**src/rtl/resampler_out_fifo.sv**
```systemverilog
// resampler_out_fifo
//   First-word-fall-through elastic buffer behind the polyphase resampler.
//   The resampler stream has no backpressure.  Samples that arrive while the
//   buffer is full, with no pop in the same cycle, are dropped, and the sticky
//   o_overflow flag records the loss.
//
// Optional feature (macro RESAMP_FIFO_DROP_CNT_EN):
//   Adds o_drop_cnt, a 16-bit saturating count of dropped samples.
//   i_clr_ovf clears the count.
//
// Ports:
//   clk, rst_n          clock and asynchronous active-low reset
//   i_valid, i_data     sample strobe and signed sample from the resampler
//   o_valid, o_data     head entry is available, and its value
//   i_ready             sink accepts the head entry this cycle
//   o_level             occupancy, 0..DEPTH
//   o_afull             registered flag for o_level >= AFULL_LEVEL
//   o_overflow          sticky flag: a sample was dropped
//   i_clr_ovf           synchronous clear of the overflow status
//   o_drop_cnt          drop counter (only when the macro is defined)
module resampler_out_fifo #(
  parameter int DATA_WIDTH  = 16,
  parameter int DEPTH       = 16,
  parameter int AFULL_LEVEL = 12
) (
  input  logic                       clk,
  input  logic                       rst_n,
  input  logic                       i_valid,
  input  logic [DATA_WIDTH-1:0]      i_data,
  output logic                       o_valid,
  input  logic                       i_ready,
  output logic [DATA_WIDTH-1:0]      o_data,
  output logic [$clog2(DEPTH):0]     o_level,
  output logic                       o_afull,
  output logic                       o_overflow,
`ifdef RESAMP_FIFO_DROP_CNT_EN
  output logic [15:0]                o_drop_cnt,
`endif
  input  logic                       i_clr_ovf
);

  localparam int AW = $clog2(DEPTH);
  localparam int PW = AW + 1;
  localparam logic [PW-1:0] AFULL_L = PW'(AFULL_LEVEL);

  logic [DATA_WIDTH-1:0] mem [DEPTH];
  logic [PW-1:0]         wr_ptr, rd_ptr;
  logic [PW-1:0]         level_nxt;
  logic                  full, empty, pop, push, drop;

  // The extra pointer MSB separates full (MSBs differ) from empty (all equal).
  assign empty = (wr_ptr == rd_ptr);
  assign full  = (wr_ptr[AW-1:0] == rd_ptr[AW-1:0]) && (wr_ptr[AW] != rd_ptr[AW]);

  assign pop  = !empty && i_ready;
  // While full, a sample is taken only if the same cycle frees a slot.
  assign push = i_valid && (!full || pop);
  assign drop = i_valid && full && !pop;

  assign o_valid = !empty;
  assign o_data  = mem[rd_ptr[AW-1:0]];
  // Modulo-2*DEPTH subtraction falls out of the PW-bit wrap.
  assign o_level = wr_ptr - rd_ptr;

  assign level_nxt = o_level + PW'(push) - PW'(pop);

  always_ff @(posedge clk or negedge rst_n) begin
    if (!rst_n) begin
      for (int i = 0; i < DEPTH; i++) mem[i] <= '0;
      wr_ptr     <= '0;
      rd_ptr     <= '0;
      o_afull    <= 1'b0;
      o_overflow <= 1'b0;
    end else begin
      if (push) begin
        mem[wr_ptr[AW-1:0]] <= i_data;
        wr_ptr              <= wr_ptr + 1'b1;
      end
      if (pop) rd_ptr <= rd_ptr + 1'b1;
      o_afull <= (level_nxt >= AFULL_L);
      // A drop in the same cycle as a clear wins.
      if (drop)           o_overflow <= 1'b1;
      else if (i_clr_ovf) o_overflow <= 1'b0;
    end
  end

`ifdef RESAMP_FIFO_DROP_CNT_EN
  always_ff @(posedge clk or negedge rst_n) begin
    if (!rst_n) begin
      o_drop_cnt <= '0;
    end else if (i_clr_ovf) begin
      o_drop_cnt <= drop ? 16'd1 : 16'd0;
    end else if (drop && (o_drop_cnt != 16'hFFFF)) begin
      o_drop_cnt <= o_drop_cnt + 16'd1;
    end
  end
`endif

endmodule

```
**config.mk**
```make
export PLATFORM = sky130hd
export DESIGN_NAME = resampler_out_fifo
export DESIGN_NICKNAME = d
export VERILOG_FILES = /design/src/rtl/resampler_out_fifo.sv
export SDC_FILE = /design/constraint.sdc
export NUM_CORES = 1
export LEC_CHECK = 0
export CORE_MARGIN = 2
export CORE_UTILIZATION = 41
export DETAILED_ROUTE_END_ITERATION = 8
export HOLD_SLACK_MARGIN = 0.1
export MAX_ROUTING_LAYER = met4
export PLACE_DENSITY_LB_ADDON = 0.08
export SYNTH_ARGS = -nofsm -noshare
export SYNTH_HDL_FRONTEND = slang
export SYNTH_SLANG_ARGS = --single-unit
export TNS_END_PERCENT = 5
```
**constraint.sdc**
```tcl
create_clock -name clk -period 10.5 [get_ports clk]
set_input_delay 2.625 -clock clk [delete_from_list [all_inputs] [get_ports clk]]
set_output_delay 2.625 -clock clk [all_outputs]
set_load 0.05 [all_outputs]
```
### Word level (Yosys, flattened, before mapping)

Cells that the tools add are included.

* bits in registers: 268
* latch bits: 0
* bits in writable memories: 0
* bits in read-only memories: 0
* output and inout bits: 24
* word-level logic and storage cells: 53
* memories kept: 0

* add/sub/neg operators: 5
* multipliers: 0
* div/mod/pow operators: 0
* magnitude comparators: 4
* equality and inequality tests: 3
* shift operators: 0
* muxes and demuxes: 8
* bitwise logic cells: 2
* reduce and logical (&&, ||, !) cells: 11

Operators by type and width (number)
* $bwmux 256: 1
* $bmux 16 s4: 1
* $demux 16 s4: 1
* $mux 16: 3
* $add 5x1->5 const B: 2
* $ge 5x5->1 const B: 2
* $not 4->5: 2
* $logic_and 1x1->1: 6
* $add 5x1->5: 1
* $eq 5x5->1: 1
* $ge 5x4->1 const B: 1
* $lt 5x1->1 const B: 1
* $sub 5x1->5: 1
* $sub 5x5->5: 1
* $eq 4x4->1: 1
* $logic_not 1->1: 3
* $mux 1: 2
* $reduce_bool 2->1: 1
* $logic_or 1x1->1: 1
* $ne 1x1->1: 1

### Longest topological paths before layout

* depth after elaboration: 8
* depth in mapped cells: 17
* depth with buffers taken out: 15

### Least setup slack after synthesis

Ideal clock, no wire load.

* path kind: register to output
* start point: register rd_ptr[1]
* end point: output o_level[4]
* arrival time: 2.474 ns
* data required time: 7.875 ns
* setup slack: 5.401 ns
* stages on the path, launching flop included: 8
* cell sequence: dfrtp_1 clkbuf_1 buf_1 inv_1 fa_1 a21o_1 a21oi_1 xnor2_1

* word-level cells in the longest chain between the ends: 1

RTL lines
* start: declaration: line 47 `logic [PW-1:0] wr_ptr, rd_ptr;`
* start signal: assignment: line 79 `if (pop) rd_ptr <= rd_ptr + 1'b1;`
* $sub 5x5->5: line 63 `assign o_level = wr_ptr - rd_ptr;`
* end: declaration: line 33 `output logic [$clog2(DEPTH):0] o_level,`

Every way passes these cells.

### Worst setup path in the final report

* start point: register rd_ptr[0]
* end point: output o_data[0]

* word-level cells in the longest chain between the ends: 4

RTL lines
* $not 4->5 (implied by the code): line 61 `assign o_data = mem[rd_ptr[AW-1:0]];`
* $bmux 16 s4: line 61
* $mux 16 (implied by the code) (2 in series): line 61
* end: declaration: line 32 `output logic [DATA_WIDTH-1:0] o_data,`

Every way passes these cells. The select of a mux whose other input is x is not followed.

==> summary.md <==
| Metric | Value |
|---|---|
| Status | `complete, no violations` |
| Final setup viols | `0` |
| Layout cells sized above 1 | `0.508` |
| Largest stage delay on the critical path | `around 800 ps` |
| Final cell count without fillers | `1195` |
| Initial Utilization | `0.417` |
| Post-synth EDFFs | `0` |
| Register-to-register setup slack | `6180 ps` |
| Peak supply drop | `between 0.2 and 0.25 mV` |
| Number of buffers created by CTS | `30` |
| Simple-gate area share of the yosys netlist | `0.0311` |
| R2R cell count | `15` |
| Clk sinks | `~270` |
| Crit path time final | `6670 ps` |
| Slew Limit Fails | `0` |
| Worst Hold Class | `flop to flop` |
| Synth Area in XOR/XNOR | `0.0137` |
| Final wirelength | `~29000 um` |
| Largest area contributor in the netlist | `dfrtp_1` |
| Synth warn | `0` |
| Reg2reg start | `rd_ptr[3]` |
| Number of instances in the synthesized netlist | `754` |
| Crit path top cell by count | `mux4_2` |
| Die width | `about 180 um` |
| Crit end category | `output pin` |
| Drt wl/cell | `24.5 um` |
| Slew @ Worst Pin | `approximately 1100 ps` |
| DP HPWL | `16000 um` |
| Final nets | `about 800` |
| Clock Latency Late Sink | `550 ps` |
| Worst Hold Depth | `1` |
| Hold_sp | `mem[220]` |
| CP arrival | `~4000 ps` |
| FP Rows | `64` |
| Relative slew margins | `0.295` |
| R2r endpoint | `o_afull` |
| Main combinational cell family by area after synthesis | `multiplexers` |
| Crit start category | `flop` |
| Post-route setup slack | `3830 ps` |
| PortBufs | `44` |
| Setup CP Type | `flop to output pin` |
| Ys async rst share | `1.00` |
| Vias | `6647` |
| Total gr overflow | `0` |
| Post-cts sizing count | `0` |
| Area Growth Syn to Fin | `12.6%` |
| Worst Skew | `around 15 ps` |
| Maxcap violations | `0` |
| Post-route ant nets | `0` |
| Lkg Pwr | `about 6.3 nW` |
| Avg Cell Area, Syn | `16.9 um2` |
| Critical Path RT | `7880 ps` |
| DRC Markers | `0` |
| Fin crit share | `0.635` |
| Commonest cells in the netlist | `dfrtp_1, mux2_2, mux4_2` |
| Synth Area in Compound Gates | `0.00549` |
| Synth Area in Adders | `0.0169` |
| Die H | `180 um` |
| RePlAce Congestion | `0.744` |
| Post-Place Setup Slack | `4230 ps` |
| Sequential area share after synthesis | `0.525` |
| Post-synth cell types | `36` |
| Hold EP | `mem[220]` |
| Vias in the first global route | `7613` |
| Unrepaired setup endpoints after global routing | `no` |
| Via density per instance | `5.56` |
| Synth top area share | `0.525` |
| Iteration-0 DRC Markers | `261` |
| Root buf cell | `clkbuf_16` |
| Area contributors post-synth | `dfrtp_1, mux2_2, mux4_2` |
| Clk pin slew, worst setup/hold paths | `around 60 ps` |
| Initial antenna violation count | `0` |
| Global-route wire length before repair | `46500 um` |
| DP Cell Count | `1147` |
| # diodes | `0` |
| Core box area | `30600 um2` |
| Synth Net Count | `791` |
| Clock buffer depth | `3` |
| Die area | `between 30000 and 40000 um2` |
| Largest net degree at the start of global routing | `74` |
| Cell Area, Synth | `about 13000 um2` |
| H-tree level count | `1` |
| CTS tree | `built` |
| #FFs+latches synth | `268` |
| Mux contribution to synthesized area | `0.378` |
| Pre-Repair DR Iteration Count | `4` |
| Crit-path cells | `buf_4 > mux4_2 > mux4_2 > clkdlybuf4s50_1` |
| Setup TNS after final layout | `0 ps` |
| CP max-delay cell | `buf_4` |
| Count leader, synth | `dfrtp_1` |
| Crit-path max FO | `44` |
| GRT Util Overall | `0.193` |
| PD cells | `386 nW/um2` |
| Number of setup buffers added after CTS | `0` |
| Cts hold-fix bufs | `0` |
| I/O pin cnt | `45` |
| Final Hold Viols | `0` |
| Hold slack | `501 ps` |
| Max Fclk | `~0.15 GHz` |
| Main flop type after synthesis | `dfrtp_1` |
-- worst max path at each step --
stage	start	cells past startpoint	endpoint	slack, ps
CTS	rd_ptr[0]	4	o_data[0]	3690
finish	rd_ptr[0]	4	o_data[0]	3830
detailed placement	i_valid	12	o_afull	4230
floorplan	rd_ptr[1]	7	o_level[4]	5400
global placement	rd_ptr[0]	4	o_data[0]	4290
global route	rd_ptr[0]	4	o_data[0]	3580
-- routing by layer --
metal  vias to the layer above  track usage  wire length [um]
li1                       2879            -                 -
met1                      3604        0.253             12800
met2                       113        0.319             14700
met3                        51       0.0277              1070
met4                         0       0.0506               756
met5                         -            -                 0
-- final cells by class --
class                   count  area (um2)
well taps                 396         495
inverters                  14        52.6
multi-input cells         419        5690
clock inverters             2        35.0
repair buffers             50         490
fillers                  2614       16200
clock buffers              46         902
flip-flops and latches    268        6710
-- registers in the layout, summed over array words and instances (netlist names) --
register	cells
mem	256
o_afull	1
o_overflow	1
rd_ptr	5
wr_ptr	5
-- critical path: cells and delay by family (launching register included) --
family                 cells  cell delay [ps]
DFF                        1              760
muxes                      2             1130
buffers and inverters      2             1540
-- where the power goes --
part	total [mW]	switching, mW	internal [mW]
sequential	1.84	0.295	1.55
clock	1.00	0.400	0.605
combinational	2.70	1.29	1.40
-- metrics by stage --
step | power [mW] | cell area (um2) | util
after floorplan | 3.90 | 12800 | -
after global placement | 4.48 | 13400 | 0.439
final | 5.54 | 14400 | 0.470
after CTS | 5.62 | 14400 | 0.470
after global routing | 5.87 | 14400 | 0.470
after detailed placement | 4.59 | 13400 | 0.439
-- cells in the final DEF, fill, tap and decap left out, types with 7 or more instances in the layout --
| cell | synthesis | layout |
|---|---|---|
| ha_1 | 14 | 14 |
| clkbuf_16 | 0 | 31 |
| inv_1 | 13 | 13 |
| dfrtp_1 | 268 | 266 |
| clkbuf_8 | 0 | 7 |
| clkbuf_1 | 25 | 8 |
| nand2_1 | 9 | 9 |
| xnor2_1 | 11 | 11 |
| nand4_4 | 8 | 8 |
| mux2_4 | 39 | 39 |
| clkdlybuf4s50_1 | 0 | 43 |
| mux2_2 | 217 | 217 |
| mux4_2 | 80 | 80 |
-- kinds of logic (layout without fill, tap and decap cells) --
logic type | count (synthesis) | in the layout
mux | 336 | 336
xor+xnor | 16 | 16
buf+inv | 67 | 112
fa+ha+maj | 16 | 16
simple gates | 40 | 40
flops | 268 | 268
compound gates | 11 | 11
No activity file was read; power rests on OpenSTA's default activity.
